--- config.mk ---
export PLATFORM = sky130hd
export DESIGN_NAME = im_load_ctrl_flat
export DESIGN_NICKNAME = d
export VERILOG_FILES = /design/src/rtl/im_load_ctrl_if.sv /design/src/rtl/im_load_ctrl.sv /design/src/flat_wrapper.sv
export SDC_FILE = /design/constraint.sdc
export NUM_CORES = 1
export LEC_CHECK = 0
export BUFFER_PORTS_ARGS = -buffer_cell sky130_fd_sc_hd__clkbuf_2
export CORE_MARGIN = 3
export CORE_UTILIZATION = 24
export DETAILED_ROUTE_END_ITERATION = 10
export PLACE_DENSITY_LB_ADDON = 0.05
export REMOVE_ABC_BUFFERS = 1
export SETUP_SLACK_MARGIN = 0.15
export SKIP_LAST_GASP = 1
export SYNTH_ARGS = -nofsm -noshare
export SYNTH_HDL_FRONTEND = slang
export SYNTH_SLANG_ARGS = --single-unit
--- constraint.sdc ---
create_clock -name clk -period 1.6 [get_ports clk]
set_input_delay 0.48 -clock clk [delete_from_list [all_inputs] [get_ports clk]]
set_output_delay 0.48 -clock clk [all_outputs]
set_load 0.01 [all_outputs]
--- src/rtl/im_load_ctrl_if.sv ---
// Bus bundle between the CPU fetch path / boot loader (master side) and the
// instruction-memory load controller (slave side). The IM-facing outputs are
// carried here as well so one port connects the controller.
//   fetch_*    : CPU fetch request, stall back to the PC stage
//   ld_*       : loader burst control and word stream
//   busy       : controller is in a load burst
//   im_*       : IM address / write data / write and read enables
interface im_load_ctrl_if #(
    parameter int ADDR_W = 4,
    parameter int DATA_W = 32
);
    logic              fetch_req;
    logic [31:0]       fetch_pc;
    logic              fetch_stall;
    logic              ld_start;
    logic [ADDR_W-1:0] ld_base;
    logic [ADDR_W:0]   ld_count;
    logic              ld_valid;
    logic [DATA_W-1:0] ld_data;
    logic              ld_ready;
    logic              ld_done;
    logic              ld_err;
    logic              busy;
    logic [31:0]       im_pc;
    logic [DATA_W-1:0] im_dataIn;
    logic              im_memWrite;
    logic              im_memRead;

    modport master (
        output fetch_req, fetch_pc, ld_start, ld_base, ld_count, ld_valid, ld_data,
        input  fetch_stall, ld_ready, ld_done, ld_err, busy,
               im_pc, im_dataIn, im_memWrite, im_memRead
    );

    modport slave (
        input  fetch_req, fetch_pc, ld_start, ld_base, ld_count, ld_valid, ld_data,
        output fetch_stall, ld_ready, ld_done, ld_err, busy,
               im_pc, im_dataIn, im_memWrite, im_memRead
    );
endinterface

--- src/rtl/im_load_ctrl.sv ---
// Arbitrates the instruction-memory port between CPU fetch and a loader burst.
// IDLE passes fetch straight through; a burst stalls fetch and writes
// ld_count words from ld_base upward, wrapping inside the DEPTH-word IM.
// Ports:
//   clk   : system clock
//   reset : asynchronous active-low reset
//   bus   : im_load_ctrl_if.slave (fetch, loader stream, IM control)
module im_load_ctrl #(
    parameter int DEPTH  = 16,
    parameter int ADDR_W = 4,
    parameter int DATA_W = 32
) (
    input  logic           clk,
    input  logic           reset,
    im_load_ctrl_if.slave  bus
);
    typedef enum logic [1:0] {S_IDLE, S_LOAD, S_LAST} state_t;

    localparam logic [ADDR_W:0]   MAX_CNT = (ADDR_W+1)'(DEPTH);
    localparam logic [ADDR_W:0]   ONE_C   = (ADDR_W+1)'(1);
    localparam logic [ADDR_W-1:0] ONE_A   = ADDR_W'(1);

    state_t            state_q, state_d;
    logic [ADDR_W:0]   cnt_q;       // words still to accept
    logic [ADDR_W-1:0] nxt_addr_q;  // address for the next accepted word
    logic [ADDR_W-1:0] wr_addr_q;   // address of the word being committed
    logic [DATA_W-1:0] dat_q;
    logic              wr_q;
    logic              err_q;

    logic cnt_ok, start_ok, accept;

    assign cnt_ok   = (bus.ld_count != '0) && (bus.ld_count <= MAX_CNT);
    assign start_ok = (state_q == S_IDLE) && bus.ld_start && cnt_ok;
    assign accept   = (state_q == S_LOAD) && bus.ld_valid;

    always_ff @(posedge clk or negedge reset) begin
        if (!reset) state_q <= S_IDLE;
        else        state_q <= state_d;
    end

    always_comb begin
        state_d = state_q;
        case (state_q)
            S_IDLE: if (start_ok) state_d = S_LOAD;
            S_LOAD: if (accept && cnt_q == ONE_C) state_d = S_LAST;
            S_LAST: state_d = S_IDLE;
            default: state_d = S_IDLE;
        endcase
    end

    // Write path is registered: a word accepted on edge k is presented to the
    // IM for the whole of cycle k+1 and committed by the IM on that negedge.
    always_ff @(posedge clk or negedge reset) begin
        if (!reset) begin
            cnt_q      <= '0;
            nxt_addr_q <= '0;
            wr_addr_q  <= '0;
            dat_q      <= '0;
            wr_q       <= 1'b0;
            err_q      <= 1'b0;
        end else begin
            err_q <= (state_q == S_IDLE) && bus.ld_start && !cnt_ok;
            wr_q  <= accept;
            if (start_ok) begin
                nxt_addr_q <= bus.ld_base;
                cnt_q      <= bus.ld_count;
            end
            if (accept) begin
                dat_q      <= bus.ld_data;
                wr_addr_q  <= nxt_addr_q;
                nxt_addr_q <= nxt_addr_q + ONE_A;   // natural ADDR_W-bit wrap
                cnt_q      <= cnt_q - ONE_C;
            end
        end
    end

    logic idle;
    assign idle = (state_q == S_IDLE);

    always_comb begin
        bus.busy        = !idle;
        bus.ld_ready    = (state_q == S_LOAD);
        bus.ld_done     = (state_q == S_LAST);
        bus.ld_err      = err_q;
        bus.fetch_stall = !idle && bus.fetch_req;
        bus.im_memRead  = idle && bus.fetch_req;
        bus.im_memWrite = wr_q;
        bus.im_dataIn   = dat_q;
        // Outside IDLE the address holds the last written word when no write.
        bus.im_pc       = idle ? bus.fetch_pc
                               : {{(32-ADDR_W-2){1'b0}}, wr_addr_q, 2'b00};
    end
endmodule

--- src/flat_wrapper.sv ---
// flat-port wrapper written by rule: the top's interface ports become plain ports
module im_load_ctrl_flat 
#(
    parameter int DEPTH  = 16,
    parameter int ADDR_W = 4,
    parameter int DATA_W = 32
)
  (clk, reset, bus_fetch_req, bus_fetch_pc, bus_ld_start, bus_ld_base, bus_ld_count, bus_ld_valid, bus_ld_data, bus_fetch_stall, bus_ld_ready, bus_ld_done, bus_ld_err, bus_busy, bus_im_pc, bus_im_dataIn, bus_im_memWrite, bus_im_memRead);
  im_load_ctrl_if #(.ADDR_W(ADDR_W), .DATA_W(DATA_W)) bus_i ();
  input  logic clk;
  input  logic reset;
  input wire logic [$bits(bus_i.fetch_req)-1:0] bus_fetch_req;
  input wire logic [$bits(bus_i.fetch_pc)-1:0] bus_fetch_pc;
  input wire logic [$bits(bus_i.ld_start)-1:0] bus_ld_start;
  input wire logic [$bits(bus_i.ld_base)-1:0] bus_ld_base;
  input wire logic [$bits(bus_i.ld_count)-1:0] bus_ld_count;
  input wire logic [$bits(bus_i.ld_valid)-1:0] bus_ld_valid;
  input wire logic [$bits(bus_i.ld_data)-1:0] bus_ld_data;
  output wire logic [$bits(bus_i.fetch_stall)-1:0] bus_fetch_stall;
  output wire logic [$bits(bus_i.ld_ready)-1:0] bus_ld_ready;
  output wire logic [$bits(bus_i.ld_done)-1:0] bus_ld_done;
  output wire logic [$bits(bus_i.ld_err)-1:0] bus_ld_err;
  output wire logic [$bits(bus_i.busy)-1:0] bus_busy;
  output wire logic [$bits(bus_i.im_pc)-1:0] bus_im_pc;
  output wire logic [$bits(bus_i.im_dataIn)-1:0] bus_im_dataIn;
  output wire logic [$bits(bus_i.im_memWrite)-1:0] bus_im_memWrite;
  output wire logic [$bits(bus_i.im_memRead)-1:0] bus_im_memRead;
  assign bus_i.fetch_req = bus_fetch_req;
  assign bus_i.fetch_pc = bus_fetch_pc;
  assign bus_i.ld_start = bus_ld_start;
  assign bus_i.ld_base = bus_ld_base;
  assign bus_i.ld_count = bus_ld_count;
  assign bus_i.ld_valid = bus_ld_valid;
  assign bus_i.ld_data = bus_ld_data;
  assign bus_fetch_stall = bus_i.fetch_stall;
  assign bus_ld_ready = bus_i.ld_ready;
  assign bus_ld_done = bus_i.ld_done;
  assign bus_ld_err = bus_i.ld_err;
  assign bus_busy = bus_i.busy;
  assign bus_im_pc = bus_i.im_pc;
  assign bus_im_dataIn = bus_i.im_dataIn;
  assign bus_im_memWrite = bus_i.im_memWrite;
  assign bus_im_memRead = bus_i.im_memRead;
  im_load_ctrl #(.DEPTH(DEPTH), .ADDR_W(ADDR_W), .DATA_W(DATA_W)) u_core (.clk(clk), .reset(reset), .bus(bus_i));
endmodule
==> impl_metrics.json, run 1 <==
{
  "outcome": "complete, but fails checks",
  "violations": "setup timing",
  "cp_slowest_stage_delay_ns": 0.41,
  "worstHoldPathType": "in -> async",
  "path_depth": 4,
  "synth_top_area_cell": "dfrtp_1",
  "power_leakage_nw": 2.31,
  "path_clk_slew_ns": 0.09,
  "vias_per_cell": 4.25,
  "period_minus_slack_ns": 1.94,
  "maxCapViolations": 0,
  "synth_commonest_cells": "nand2_1, dfrtp_1, and2_1, clkbuf_1, nor2_1",
  "fin_area_um2": 4260,
  "clock_path_buffers": 2,
  "drt_iter0_drc": 96,
  "critical_path.startpoint": "u_core.state_q[0]",
  "regToRegStartpoint": "u_core.state_q[1]",
  "ys.flop_type": "dfrtp_1",
  "track_usage_pct": 14.3,
  "cp.arrival_ns": 1.46,
  "synth_most_common_cell": "nand2_1",
  "yosysWarningCount": 0,
  "critPathBufInv": 2,
  "initial_core_util_pct": 24.8,
  "rrSetupSlack_ns": -0.16,
  "cts_tree": "done",
  "diodes": 0,
  "powerDensity_nw_per_um2": 1700,
  "coreArea_um2": 9330,
  "gp_congestion": 0.756,
  "tightest_slew_ns": 0.390,
  "grt_overflow": 0,
  "timing.fmax_mhz": 515,
  "cts_sinks": 49,
  "synth_area_leaders": "dfrtp_1, nand2_1, and2_1",
  "crit_required_ns": 1.12,
  "wire_per_inst_um": 13.2,
  "grt_max_degree": 50,
  "synth_cell_types": 37,
  "fp.dieArea_um2": 10900,
  "slew_headroom_pct": 73.8,
  "rows": 35,
  "seq_area_frac_synth_pct": 52.9,
  "cp_max_fo": 8,
  "syn_area_um2": 2320,
  "grt_pass1_wl_um": 12400,
  "root_buffer": "clkbuf_8",
  "synth_area_per_cell_um2": 8.84,
  "setup.worst_path.end": "bus_im_pc[4]",
  "synth_edf_count": 0,
  "ios": 149,
  "ys_async_sr_fraction_pct": 100,
  "vias": 2505,
  "skew_ns": 0.00609,
  "die_w_um": 104,
  "crit_chain": "nor2_4 > buf_12 > mux2_4 > buf_6",
  "end_kind": "output pin",
  "clk_latency_ns": 0.30,
  "start_kind": "flip-flop",
  "setup_viol": 45,
  "antenna_found_initial": 0,
  "grt_pass1_vias": 2458,
  "post_dp_cell_area_um2": 3350,
  "ant_nets": 0,
  "htree_levels": 2,
  "wl_um": 7770,
  "layout_setup_ws_ns": -0.342,
  "grt_setup_unrepaired": "true",
  "yosysTopAreaCellShare_pct": 52.9,
  "dp_hpwl_um": 5090,
  "syn_to_final_growth_pct": 83.8,
  "reg2reg_to": "u_core.cnt_q[3]",
  "cts_hold_buffers": 0,
  "ys_ff_latch": 49,
  "syn_inst": 262,
  "pre_cts_slack_ns": -0.207,
  "cp_slowest_cell": "dfrtp_1",
  "io_buffers": 148,
  "critical_path_class": "reg -> out",
  "die_h_um": 104,
  "r2r_cells": 8,
  "cts_buffers": 5,
  "remaining_drc_errors": 0,
  "crit_family": "flip-flops",
  "drv_slew": 0,
  "finalNetCount": 540,
  "dr.pass1.iters": 4,
  "hold_viol": 0,
  "vdd_drop_max_uv": 735,
  "fin_crit_sh_pct": 121,
  "drive_above_1_share_pct": 56.7
}
-- routing by layer --
metal / vias up / global-route usage [%] / part of all wire [%]
li1: 1235 / - / -
met1: 1155 / 16.3 / 41
met2: 110 / 25.8 / 50
met3: 5 / 4.90 / 8.5
met4: 0 / 2.85 / 0.79
met5: - / 0 / 0
-- layout make-up --
class / instances / area (um2)
fill: 951 / 5070
clock inverter: 1 / 7.51
timing repair buffer: 203 / 1530
clock buffer: 7 / 76.3
multi-input combinational: 195 / 1230
tap: 129 / 161
inverter: 5 / 26.3
sequential: 49 / 1230
-- state kept, by name, summed over array words and instances, names as in the netlist --
register                cells
u_core.bus.im_memWrite      1
u_core.bus.ld_err           1
u_core.wr_addr_q            4
u_core.cnt_q                5
u_core.bus.im_dataIn       32
u_core.state_q              2
u_core.nxt_addr_q           4
-- metrics by stage --
step	total power, W	cells	hold slack, ns	util (%)	setup TNS (ns)
after floorplan	0.00367	249	0.184	-	-47.94
after global placement	0.00503	547	0.458	35.9	-1.71
after detailed placement	0.00504	547	0.461	35.9	-1.85
after CTS	0.00699	584	0.160	43.9	-12.63
after global routing	0.00781	589	0.160	45.6	-14.06
final	0.00722	589	0.153	45.6	-10.79
-- worst reg2reg max path, cell delays in order, from the launching register on --
cell and delay (ns):
dfrtp_1 0.42, buf_6 0.13, buf_6 0.08, buf_6 0.08, nor4b_4 0.03, buf_4 0.14
mux2_4 0.30, buf_4 0.14, a221o_1 0.33
-- cell usage in the layout (no fill, tap or decap), drive strengths merged, types with 2 or more instances in the layout --
| cell type | synthesis | final |
|---|---|---|
| dfrtp | 49 | 49 |
| nand3b | 2 | 2 |
| a21oi | 5 | 5 |
| o21ai | 4 | 4 |
| mux2 | 5 | 5 |
| inv | 5 | 5 |
| a221o | 2 | 2 |
| xor2 | 2 | 2 |
| nor2 | 7 | 7 |
| and2 | 30 | 30 |
| ha | 3 | 3 |
| buf | 1 | 62 |
| clkbuf | 12 | 148 |
| nand3 | 3 | 3 |
| nand2 | 113 | 113 |
-- power by group --
part,switching (W),internal (W)
Clock,0.000420,0.000311
Combinational,0.00189,0.00228
Sequential,0.000495,0.00182
Total,0.00281,0.00442
-- cell families after synthesis --
| family | synth area share, % |
|---|---|
| simple gates | 33.1 |
| xor+xnor | 0.756 |
| flops | 52.9 |
| buf+inv | 2.97 |
| compound gates | 5.62 |
| fa+ha+maj | 1.62 |
| mux | 3.03 |
-- worst min path at each step --
stage	start	to	slack, ns	cells past startpoint
5_1_grt	reset	u_core.bus.im_dataIn[17]	0.16	2
6_report	reset	u_core.bus.im_dataIn[31]	0.15	2
4_1_cts	reset	u_core.bus.im_dataIn[17]	0.16	2
3_3_place_gp	u_core.bus.im_dataIn[10]	u_core.bus.im_dataIn[10]	0.46	2
2_1_floorplan	reset	u_core.bus.im_dataIn[0]	0.18	0
3_5_place_dp	u_core.bus.im_dataIn[23]	u_core.bus.im_dataIn[23]	0.46	2
-- timing repair --
item | 4_1_cts | 5_1_grt
endpoints found under the setup margin | 81 | 84
cloned | 10 | 0
gates resized for setup | 78 | 37
pin swaps | 27 | 37
setup buffers | 19 | 5
Power figures use the tool's default switching activity.
==> run 2, diff against run 1 <==
==> constraint.sdc (replaced) <==
create_clock -name clk -period 1.6 [get_ports clk]
set_input_delay 0.08 -clock clk [delete_from_list [all_inputs] [get_ports clk]]
set_output_delay 0.08 -clock clk [all_outputs]
set_load 0.01 [all_outputs]
==> run 2 against run 1 <==
Compared with the run above:
- maximum frequency rose by 15%
- register-to-register slack improved by 0.09 ns
- clock power rose by 5.5%
- clock skew fell by 0.0039 ns
- combinational power rose by 2%
- critical path depth rose by 1
- power rose by 0.13%
- sequential share of layout area fell by 1.3 points
- die area did not move
- sequential power fell by 4%
- first-iteration DRC count rose by 31%
- non-clock buffer count rose by 14
- the run still ends with setup timing left
==> impl_metrics.json, run 2 (synthesized netlist as in run 1, its figures left out) <==
{
  "outcome": "complete, but fails checks",
  "violations": "setup timing",
  "layout_common_cells": "clkbuf_2, nand2_1, dfrtp_1",
  "grt_overflow": 0,
  "grt_setup_unrepaired": "true",
  "start_kind": "flip-flop",
  "diodes": 0,
  "ant_nets": 0,
  "skew_ns": 0.00219,
  "initial_core_util_pct": 24.8,
  "critical_path_class": "reg -> out",
  "vias_per_cell": 4.24,
  "cp_max_fo": 6,
  "grt_pass1_vias": 2354,
  "grt_pass1_wl_um": 11800,
  "wire_per_inst_um": 13.5,
  "finalNetCount": 554,
  "powerDensity_nw_per_um2": 1620,
  "antenna_found_initial": 0,
  "cts_tree": "done",
  "crit_required_ns": 1.52,
  "dp_hpwl_um": 5010,
  "drv_slew": 0,
  "grt_max_degree": 50,
  "syn_to_final_growth_pct": 92.8,
  "maxCapViolations": 0,
  "io_buffers": 148,
  "critical_path.startpoint": "u_core.state_q[1]",
  "cp.arrival_ns": 1.60,
  "root_buffer": "clkbuf_8",
  "slew_headroom_pct": 74.5,
  "hold_viol": 0,
  "drive_above_1_share_pct": 54.1,
  "min_from": "bus_ld_base[0]",
  "ios": 149,
  "fp.dieArea_um2": 10900,
  "largest_reg_flops": 32,
  "rows": 35,
  "worstHoldPathType": "in -> reg",
  "path_clk_slew_ns": 0.09,
  "vias": 2551,
  "clock_path_buffers": 2,
  "fin_crit_sh_pct": 105,
  "die_h_um": 104,
  "cts_buffers": 5,
  "final_core_util_pct": 47.9,
  "power_leakage_nw": 2.41,
  "tightest_slew_ns": 0.377,
  "timing.fmax_mhz": 594,
  "clk_latency_ns": 0.30,
  "gp_congestion": 0.728,
  "dr.pass1.iters": 4,
  "die_w_um": 104,
  "track_usage_pct": 13.2,
  "cts_sinks": 49,
  "regToRegStartpoint": "u_core.state_q[0]",
  "fin_area_um2": 4470,
  "period_minus_slack_ns": 1.68,
  "setup_viol": 29,
  "wl_um": 8140,
  "htree_levels": 2,
  "layout_commonest_cell": "clkbuf_2",
  "vdd_drop_max_uv": 675,
  "remaining_drc_errors": 0,
  "drt_iter0_drc": 126,
  "post_dp_cell_area_um2": 3290,
  "end_kind": "output pin",
  "finalSetupTns_ns": -0.958,
  "coreArea_um2": 9330,
  "layout_setup_ws_ns": -0.0823
}
-- run 2: cell count changes in the layout (fill, tap and decap cells not counted), sizes merged --
cell / change
clkbuf: -17
buf: -3
dlygate4sd3: +33
-- run 2: stage by stage --
step	power (W)	hold WS, ns	worst slack (ns)	instances
after detailed placement	0.00499	0.102	-0.123	538
after CTS	0.00632	0.0125	-0.0906	588
after floorplan	0.00367	-0.216	-0.946	249
after global routing	0.00777	0.0229	-0.142	602
after global placement	0.00499	0.101	-0.100	538
final	0.00723	0.0227	-0.0823	602
-- run 2: final cells by class --
| type | instances | area, um2 |
|---|---|---|
| clock buffers | 6 | 82.6 |
| flip-flops and latches | 49 | 1230 |
| repair buffers | 217 | 1700 |
| well taps | 129 | 161 |
| multi-input cells | 195 | 1260 |
| clock inverters | 1 | 7.51 |
| fillers | 873 | 4860 |
| inverters | 5 | 21.3 |
-- run 2: per-layer routing --
| layer | vias up | track usage, % | routed length [um] |
|---|---|---|---|
| met5 | - | 0 | 0 |
| met4 | 0 | 2.94 | 33 |
| met3 | 4 | 4.72 | 689 |
| met2 | 120 | 23.0 | 4190 |
| met1 | 1169 | 15.7 | 3230 |
| li1 | 1258 | - | - |
-- run 2: worst paths after layout --
kind,to,slack [ns],cells after the start
min in group asynchronous,u_core.bus.im_dataIn[31],0.29,3
min,u_core.nxt_addr_q[0],0.02,2
min reg2reg,u_core.bus.im_dataIn[18],0.48,2
max in group asynchronous,u_core.bus.im_dataIn[0],1.06,3
max,bus_im_pc[3],-0.08,5
max reg2reg,u_core.cnt_q[3],-0.07,6
-- run 2: report_power, final --
group | total, W | switching (W) | internal (W)
Clock | 0.000771 | 0.000428 | 0.000343
Sequential | 0.00222 | 0.000399 | 0.00182
Combinational | 0.00424 | 0.00194 | 0.00230
Total | 0.00723 | 0.00277 | 0.00447
-- run 2: worst max-delay path, stage by stage (launching register included) --
cell	delay, ns
dfrtp_1	0.41
buf_6	0.13
nor2_4	0.18
buf_12	0.16
mux2_4	0.30
buf_6	0.12
-- run 2: repair_timing --
item / 4_1_cts / 5_1_grt
hold buffers: 33 / 0
buffers inserted: 8 / 9
endpoints found under the setup margin: 44 / 81
hold endpoints to repair: 81 / 0
pin swaps: 6 / 37
gates resized for setup: 22 / 126
cloned: 2 / 5
